[config.mk]
export PLATFORM = sky130hd
export DESIGN_NAME = mem_interface_flat
export DESIGN_NICKNAME = d
export VERILOG_FILES = /design/src/rtl/mem_interface_pkg.sv /design/src/rtl/mem_interface_if.sv /design/src/rtl/mem_if_reg.sv /design/src/rtl/mem_interface.sv /design/src/flat_wrapper.sv
export SDC_FILE = /design/constraint.sdc
export NUM_CORES = 1
export LEC_CHECK = 0
export CAP_MARGIN = 20
export CORE_ASPECT_RATIO = 1.25
export CORE_UTILIZATION = 30
export DETAILED_ROUTE_END_ITERATION = 6
export DONT_BUFFER_PORTS = 1
export SLEW_MARGIN = 20
export SYNTH_ARGS = -nofsm -noshare
export SYNTH_HDL_FRONTEND = slang
export SYNTH_HIERARCHICAL = 1
export SYNTH_SLANG_ARGS = --single-unit
[constraint.sdc]
create_clock -name clock -period 1.71 [get_ports clock]
set_input_delay 0.342 -clock clock [delete_from_list [all_inputs] [get_ports clock]]
set_output_delay 0.342 -clock clock [all_outputs]
set_load 0.05 [all_outputs]
[src/rtl/mem_interface_pkg.sv]
// Shared definitions for the MAR/MDR memory interface stage: default widths,
// timeout depth and the transfer FSM state type.
package mem_interface_pkg;

  localparam int DEF_DATA_W  = 32;
  localparam int DEF_ADDR_W  = 9;
  localparam int DEF_TIMEOUT = 15;

  typedef enum logic [1:0] {
    ST_IDLE    = 2'd0,
    ST_RD_WAIT = 2'd1,
    ST_WR_WAIT = 2'd2,
    ST_DONE    = 2'd3
  } state_t;

  function automatic logic is_wait(input state_t s);
    return (s == ST_RD_WAIT) || (s == ST_WR_WAIT);
  endfunction

endpackage

[src/rtl/mem_interface_if.sv]
// Request/acknowledge bus between the MAR/MDR stage (master) and the
// word-addressed data memory (slave).
interface mem_interface_if
  import mem_interface_pkg::*;
#(
  parameter int DATA_W = DEF_DATA_W,
  parameter int ADDR_W = DEF_ADDR_W
) ();

  logic              mem_req;
  logic              mem_we;
  logic [ADDR_W-1:0] mem_addr;
  logic [DATA_W-1:0] mem_wdata;
  logic [DATA_W-1:0] mem_rdata;
  logic              mem_ack;

  modport master (
    output mem_req, mem_we, mem_addr, mem_wdata,
    input  mem_rdata, mem_ack
  );

  modport slave (
    input  mem_req, mem_we, mem_addr, mem_wdata,
    output mem_rdata, mem_ack
  );

endinterface

[src/rtl/mem_if_reg.sv]
// Parameterised register with asynchronous clear and load enable; used for
// both MAR and MDR.
module mem_if_reg #(
  parameter int W = 8
) (
  input  logic         clk,
  input  logic         rst,
  input  logic         load,
  input  logic [W-1:0] d,
  output logic [W-1:0] q
);

  always_ff @(posedge clk or posedge rst) begin
    if (rst) begin
      q <= '0;
    end else if (load) begin
      q <= d;
    end
  end

endmodule

[src/rtl/mem_interface.sv]
// MAR/MDR memory interface stage: captures address/data from the datapath bus
// and runs a req/ack transfer with timeout against the data memory.
module mem_interface
  import mem_interface_pkg::*;
#(
  parameter int DATA_W  = DEF_DATA_W,
  parameter int ADDR_W  = DEF_ADDR_W,
  parameter int TIMEOUT = DEF_TIMEOUT
) (
  input  logic              clock,
  input  logic              clear,
  input  logic [DATA_W-1:0] bus_in,
  input  logic              MARin,
  input  logic              MDRin,
  input  logic              rd_start,
  input  logic              wr_start,
  output logic [DATA_W-1:0] mdr_q,
  output logic [ADDR_W-1:0] mar_q,
  output logic              busy,
  output logic              done,
  output logic              err,
  mem_interface_if.master   mem
);

  localparam int CNT_W = (TIMEOUT < 2) ? 1 : $clog2(TIMEOUT + 1);

  state_t            state;
  logic [CNT_W-1:0]  cnt;
  logic [ADDR_W-1:0] req_addr;

  logic              can_start;
  logic              rd_fill;
  logic              mar_load;
  logic              mdr_load;
  logic [DATA_W-1:0] mdr_d;

  assign can_start = !is_wait(state);
  assign rd_fill   = (state == ST_RD_WAIT) && mem.mem_ack;

  // Register loads are blocked while a transfer is outstanding; a read
  // completion takes priority over the bus for MDR.
  assign mar_load = MARin && !busy;
  assign mdr_load = (MDRin && !busy) || rd_fill;
  assign mdr_d    = rd_fill ? mem.mem_rdata : bus_in;

  mem_if_reg #(.W(ADDR_W)) u_mar (
    .clk  (clock),
    .rst  (clear),
    .load (mar_load),
    .d    (bus_in[ADDR_W-1:0]),
    .q    (mar_q)
  );

  mem_if_reg #(.W(DATA_W)) u_mdr (
    .clk  (clock),
    .rst  (clear),
    .load (mdr_load),
    .d    (mdr_d),
    .q    (mdr_q)
  );

  // A start coinciding with MARin must use the pre-edge MAR, so the address
  // is latched at acceptance and presented for the duration of the request.
  assign mem.mem_addr  = busy ? req_addr : mar_q;
  assign mem.mem_wdata = mdr_q;

  always_ff @(posedge clock or posedge clear) begin
    if (clear) begin
      state        <= ST_IDLE;
      cnt          <= '0;
      req_addr     <= '0;
      busy         <= 1'b0;
      done         <= 1'b0;
      err          <= 1'b0;
      mem.mem_req  <= 1'b0;
      mem.mem_we   <= 1'b0;
    end else begin
      done <= 1'b0;
      err  <= 1'b0;
      case (state)
        ST_IDLE, ST_DONE: begin
          if (rd_start && wr_start) begin
            state <= ST_IDLE;
            err   <= 1'b1;
          end else if (rd_start || wr_start) begin
            state       <= wr_start ? ST_WR_WAIT : ST_RD_WAIT;
            cnt         <= '0;
            req_addr    <= mar_q;
            busy        <= 1'b1;
            mem.mem_req <= 1'b1;
            mem.mem_we  <= wr_start;
          end else begin
            state <= ST_IDLE;
          end
        end
        ST_RD_WAIT, ST_WR_WAIT: begin
          if (mem.mem_ack) begin
            state       <= ST_DONE;
            done        <= 1'b1;
            busy        <= 1'b0;
            mem.mem_req <= 1'b0;
            mem.mem_we  <= 1'b0;
          end else if (cnt == CNT_W'(TIMEOUT - 1)) begin
            state       <= ST_IDLE;
            err         <= 1'b1;
            busy        <= 1'b0;
            mem.mem_req <= 1'b0;
            mem.mem_we  <= 1'b0;
          end else begin
            cnt <= cnt + CNT_W'(1);
          end
        end
        default: begin
          state       <= ST_IDLE;
          busy        <= 1'b0;
          mem.mem_req <= 1'b0;
          mem.mem_we  <= 1'b0;
        end
      endcase
    end
  end

endmodule

[src/flat_wrapper.sv]
// flat-port wrapper written by rule: the top's interface ports become plain ports
module mem_interface_flat import mem_interface_pkg::*;
#(
  parameter int DATA_W  = DEF_DATA_W,
  parameter int ADDR_W  = DEF_ADDR_W,
  parameter int TIMEOUT = DEF_TIMEOUT
)
  (clock, clear, bus_in, MARin, MDRin, rd_start, wr_start, mdr_q, mar_q, busy, done, err, mem_mem_req, mem_mem_we, mem_mem_addr, mem_mem_wdata, mem_mem_rdata, mem_mem_ack);
  mem_interface_if #(.DATA_W(DATA_W), .ADDR_W(ADDR_W)) mem_i ();
  input  logic clock;
  input  logic clear;
  input  logic [DATA_W-1:0] bus_in;
  input  logic MARin;
  input  logic MDRin;
  input  logic rd_start;
  input  logic wr_start;
  output logic [DATA_W-1:0] mdr_q;
  output logic [ADDR_W-1:0] mar_q;
  output logic busy;
  output logic done;
  output logic err;
  output wire logic [$bits(mem_i.mem_req)-1:0] mem_mem_req;
  output wire logic [$bits(mem_i.mem_we)-1:0] mem_mem_we;
  output wire logic [$bits(mem_i.mem_addr)-1:0] mem_mem_addr;
  output wire logic [$bits(mem_i.mem_wdata)-1:0] mem_mem_wdata;
  input wire logic [$bits(mem_i.mem_rdata)-1:0] mem_mem_rdata;
  input wire logic [$bits(mem_i.mem_ack)-1:0] mem_mem_ack;
  assign mem_mem_req = mem_i.mem_req;
  assign mem_mem_we = mem_i.mem_we;
  assign mem_mem_addr = mem_i.mem_addr;
  assign mem_mem_wdata = mem_i.mem_wdata;
  assign mem_i.mem_rdata = mem_mem_rdata;
  assign mem_i.mem_ack = mem_mem_ack;
  mem_interface #(.DATA_W(DATA_W), .ADDR_W(ADDR_W), .TIMEOUT(TIMEOUT)) u_core (.clock(clock), .clear(clear), .bus_in(bus_in), .MARin(MARin), .MDRin(MDRin), .rd_start(rd_start), .wr_start(wr_start), .mdr_q(mdr_q), .mar_q(mar_q), .busy(busy), .done(done), .err(err), .mem(mem_i));
endmodule
After elaboration in Yosys (flattened, before gate mapping)
Index checks and enable logic that the tools add are counted.
Storage, ports and cells
  input bits: 71
  flip-flop bits (word level): 60
Cells by class
  reductions and logical operators: 13
  bitwise operators: 1
  muxes and demuxes: 27
  $add $sub $neg: 1
  equality and inequality tests: 9
Operator list (count)
  $mux W32: 1
  $mux W4: 4
  $mux W1: 11
  $mux W2: 5
  $mux W9: 1
  $pmux W4 S2: 1
  $ne A2 B2 Y1 const B: 3
  $pmux W1 S2: 3
  $reduce_and A3 Y1: 2
  $add A4 B1 Y4 const B: 1
  $eq A2 B2 Y1 const B: 2
  $eq A4 B4 Y1 const B: 1
  $logic_and A1 B1 Y1: 4
  $pmux W2 S2: 1
  $reduce_and A4 Y1: 1
  $reduce_or A2 Y1: 2
  $ne A3 B2 Y1 const B: 1
  $eq A2 B1 Y1 const B: 1
  $logic_not A2 Y1: 1
  $logic_or A1 B1 Y1: 2
  $ne A2 B1 Y1 const B: 1
  $logic_not A1 Y1: 1
  $not A1 Y1: 1

Logic depth before layout (Yosys ltp)
  depth after elaboration: 4
  depth in mapped cells: 8
  mapped depth without buffers: 5

By module
Netlist, hierarchy kept.
By module, submodules not included
  mem_interface: cells each 148, area each 1640.3 µm², instances 1
  mem_if_reg at u_core.u_mdr: cells each 69, area each 1348.8 µm², instances 1
  mem_if_reg at u_core.u_mar: cells each 20, area each 375.4 µm², instances 1

Worst setup path before layout
OpenSTA, ideal clock, no wires.
  kind: reg-to-reg
  start point: register u_core.busy
  end point: register u_core.u_mdr.q[0]
  clock period less this slack: 1.797 ns
  stages on the path, launching flop included: 6
  slack: -0.087 ns
  required time: 1.585 ns
  data arrival time: 1.672 ns
  setup time: 0.125 ns
  cell sequence: dfrtp_1 > buf_2 > o21ai_0 > buf_6 > buf_12 > mux2_4
On the way
  longest elaborated chain between the ends: 3
Ends and longest elaborated chain
  start, declared: line mem_interface.sv:19  | output logic busy,
  start signal, assigned: line mem_interface.sv:72  | busy <= 1'b0;
  start signal, assigned: line mem_interface.sv:89  | busy <= 1'b1;
  start signal, assigned: line mem_interface.sv:100  | busy <= 1'b0;
  $logic_not A1 Y1: line mem_interface.sv:43  | assign mdr_load = (MDRin && !busy) || rd_fill;
  $logic_and A1 B1 Y1: line mem_interface.sv:43
  $logic_or A1 B1 Y1: line mem_interface.sv:43
  named net u_core.mdr_load: line mem_interface.sv:34  | logic mdr_load;
  end signal, assigned: line mem_if_reg.sv:15  | q <= '0;
  end signal, assigned: line mem_if_reg.sv:17  | q <= d;
  end, declared: line mem_if_reg.sv:10  | output logic [W-1:0] q
The timed path passes the listed nets, and every way through them passes these cells.
A chain may end at the register's enable or synchronous reset.

Final worst setup path
  start point: register u_core.busy
  end point: output mem_mem_addr[7]
On the way
  longest elaborated chain between the ends: 1
Ends and longest elaborated chain
  $mux W9: line mem_interface.sv:64  | assign mem.mem_addr = busy ? req_addr : mar_q;
  end, declared: line flat_wrapper.sv:24  | output wire logic [$bits(mem_i.mem_addr)-1:0] mem_mem_addr;
Every way passes these cells.

==> summary.md <==
| Metric | Value |
|---|---|
| Status | `complete, no violations` |
| Largest net degree at the start of global routing | `33` |
| Kind of critical path | `reg2out` |
| Hold/Removal Path Class | `in2reg` |
| Num CTS Buffers | `9` |
| DRT iter0 DRCs | `41` |
| Post-Syn Area per Cell | `14.20 sq um` |
| Die Y | `120.4 um` |
| Pre-CTS WS | `0.04335 ns` |
| Distinct cell type count of the synthesized netlist | `28` |
| Worst-margin pin slew | `0.4604 ns` |
| Overall routing resource usage | `0.1269` |
| N_diodes | `0` |
| Async set or reset register ratio after synthesis | `1.000` |
| Hold Startpoint | `mem_mem_ack` |
| # IOs | `158` |
| Layout area overhead | `22.83%` |
| Synthesized Nets | `315` |
| Total die area | `0.01165 sq mm` |
| RSZ-0062 raised after global routing | `yes` |
| Hpwl dp | `5250 um` |
| Clk Latency, worst-skew pair | `0.32 ns` |
| Setup Skew | `0.005406 ns` |
| Setup violators final | `0` |
| Initial Util | `0.3123` |
| Slowest CP cell | `dfrtp_4` |
| Critical path's top delay family | `flip-flops` |
| Die X | `96.72 um` |
| Final Wtd Congestion | `0.7518` |
| Post-route DRC | `0` |
| Worst reg2reg endpoint | `u_core/u_mdr/q[11]$_DFFE_PP0P_` |
| Core footprint | `0.01077 sq mm` |
| Most instantiated library cell after synthesis | `dfrtp_1` |
| Fin crit share | `0.9918` |
| CTS Root Cell | `clkbuf_16` |
| First-pass GRT wire length | `10840 um` |
| Worst reg2reg path depth | `5` |
| Slew Limit Fails | `0` |
| Clock tree buffer depth | `2` |
| CTS tree | `done` |
| Max-Slew Margin vs Limit | `0.6932` |
| Post-synth top cells | `60 x dfrtp_1, 54 x mux2_2, 39 x mux2_4, 33 x buf_4, 8 x inv_1` |
| Critical path fanouts, max | `12` |
| Post-DP Area | `0.003659 sq mm` |
| Post-route antenna net violation count | `0` |
| Hold Path Sink | `u_core/err$_DFF_PP0_` |
| Cells after synthesis | `237` |
| Max-cap viol count | `0` |
| CP Launch Type | `register` |
| Hold Path Stages | `1` |
| Routed len/inst | `18.82 um` |
| Part of the Yosys area used for sequential elements | `0.4463` |
| Ys flop type | `dfrtp_1` |
| EDFF count, synth | `0` |
| Warnings, synthesis | `6` |
| Clock H-tree levels | `3` |
| Final Worst Setup Slack | `0.01396 ns` |
| Top cell type's share of synthesized area | `0.4463` |
| Vias | `1914` |
| # nets final | `347` |
| Number of global-route vias before repair | `1998` |
| # port buffers | `0` |
| Final WL | `7642 um` |
| Initial antenna violation count | `0` |
| Fin. Hold Viols | `0` |
| Synthesized area | `0.003364 sq mm` |
| Seq cells post-synth | `60` |
| Required @ worst endpoint | `1.37 ns` |
| Worst path bufs/invs | `0` |
| Layout cells sized above 1 | `0.6533` |
| Worst R2R Start | `u_core/busy$_DFFE_PP0P_` |
| Grt total ovfl | `0` |
| Largest area contributor in the netlist | `dfrtp_1` |
| First-pass DRT Iterations | `4` |
| Vias per cell | `4.714` |
| Fin crit period | `1.696 ns` |
| Element type at the critical path end | `output pin` |
| Crit-path cells | `mux2_2` |
| Post-layout instance area | `0.004133 sq mm` |
| F_max | `0.5896 GHz` |
| Fillers | `1010` |
| Sinks on Clock Net | `60` |
| Setup TNS Final | `0 ns` |
| CP peak stage delay | `0.53 ns` |
| # rows | `42` |
| Register-to-register setup slack | `0.07 ns` |
| Worst-path clk slew | `0.05 ns` |
| Worst path arrival time | `1.35 ns` |
| Top post-synthesis cells by area | `dfrtp_1 45%, mux2_2 18%, mux2_4 17%, buf_4 7.4%, ha_1 2.6%` |
cell type report:
cell class / count / area [sq um] / area share
Inverter: 8 / 30.03 / 0.007266
Clock buffer: 12 / 256.5 / 0.06206
Timing Repair Buffer: 64 / 579.3 / 0.1402
Sequential cell: 60 / 1505 / 0.3642
Multi-Input combinational cell: 126 / 1501 / 0.3633
Clock inverter: 4 / 95.09 / 0.02301
Tap cell: 132 / 165.2 / 0.03996
layout by cell type (no fill, tap or decap), types with 2 or more instances in the layout:
cell type and n:
a211o_1 2, a221o_1 2, buf_12 4, buf_4 54
buf_6 3, bufinv_16 3, clkbuf_16 11, clkbuf_8 2
dfrtp_1 59, ha_1 6, inv_1 8, mux2_2 53
mux2_4 40, nand2_1 4, nand3_1 2, nor2b_1 2
timing repair:
item | CTS | global route
pin swaps | 0 | 2
cloned | 0 | 4
buffers inserted | 1 | 2
hold buffers | 1 | 0
hold endpoints to repair | 60 | 0
endpoints found under the setup margin | 9 | 40
resized for setup | 2 | 3
sequential cells by signal, indices dropped and copies added (netlist names):
register and flops:
u_core/done 1, u_core/busy 1, u_core/mem.mem_we 1, u_core/state 2, u_core/err 1, u_core/u_mdr/q 32, u_core/cnt 4, u_core/u_mar/q 9
u_core/req_addr 9
stage by stage:
stage | std cells | util | hold slack [ns]
2_1_floorplan | 237 | - | 0.1699
3_3_place_gp | 382 | 0.3396 | 0.2791
3_5_place_dp | 382 | 0.3396 | 0.2689
4_1_cts | 400 | 0.3744 | 0.08753
5_1_grt | 406 | 0.3836 | 0.09490
6_report | 406 | 0.3836 | 0.1103
worst max-delay path by stage:
stage	slack [ns]	from	cells past startpoint	end
6_report	0.01	u_core/busy$_DFFE_PP0P_	1	mem_mem_addr[7]
5_1_grt	-0.04	u_core/busy$_DFFE_PP0P_	1	mem_mem_addr[7]
4_1_cts	-0.03	u_core/busy$_DFFE_PP0P_	1	mem_mem_addr[8]
3_5_place_dp	0.04	u_core/state[0]$_DFFE_PP0P_	5	u_core/u_mdr/q[5]$_DFFE_PP0P_
3_3_place_gp	0.07	u_core/state[0]$_DFFE_PP0P_	5	u_core/u_mdr/q[14]$_DFFE_PP0P_
2_1_floorplan	0.02	u_core/state[0]$_DFFE_PP0P_	7	u_core/u_mdr/q[0]$_DFFE_PP0P_
cell families (layout without fill, tap and decap cells):
| kind of cell | count (synthesis) | in the layout | share of synthesized area |
|---|---|---|---|
| AO/OA/AOI/OAI | 11 | 11 | 0.03236 |
| adder cells (fa/ha/maj) | 7 | 7 | 0.02603 |
| buffers and inverters | 51 | 88 | 0.1142 |
| flip-flops | 60 | 60 | 0.4463 |
| multiplexers | 94 | 94 | 0.3578 |
| AND/OR/NAND/NOR | 14 | 14 | 0.02343 |
routing by layer:
| metal | vias to the layer above | wire length [um] | global-route usage |
|---|---|---|---|
| met3 | 15 | 586 | 0.04451 |
| met1 | 933 | 2971 | 0.1422 |
| met2 | 104 | 3813 | 0.2020 |
| met4 | 0 | 271 | 0.08769 |
| li1 | 862 | - | - |
| met5 | - | 0 | 0 |
Power is not shown: default switching activity piles up to over one toggle a cycle in this logic, so the estimate is an artifact.
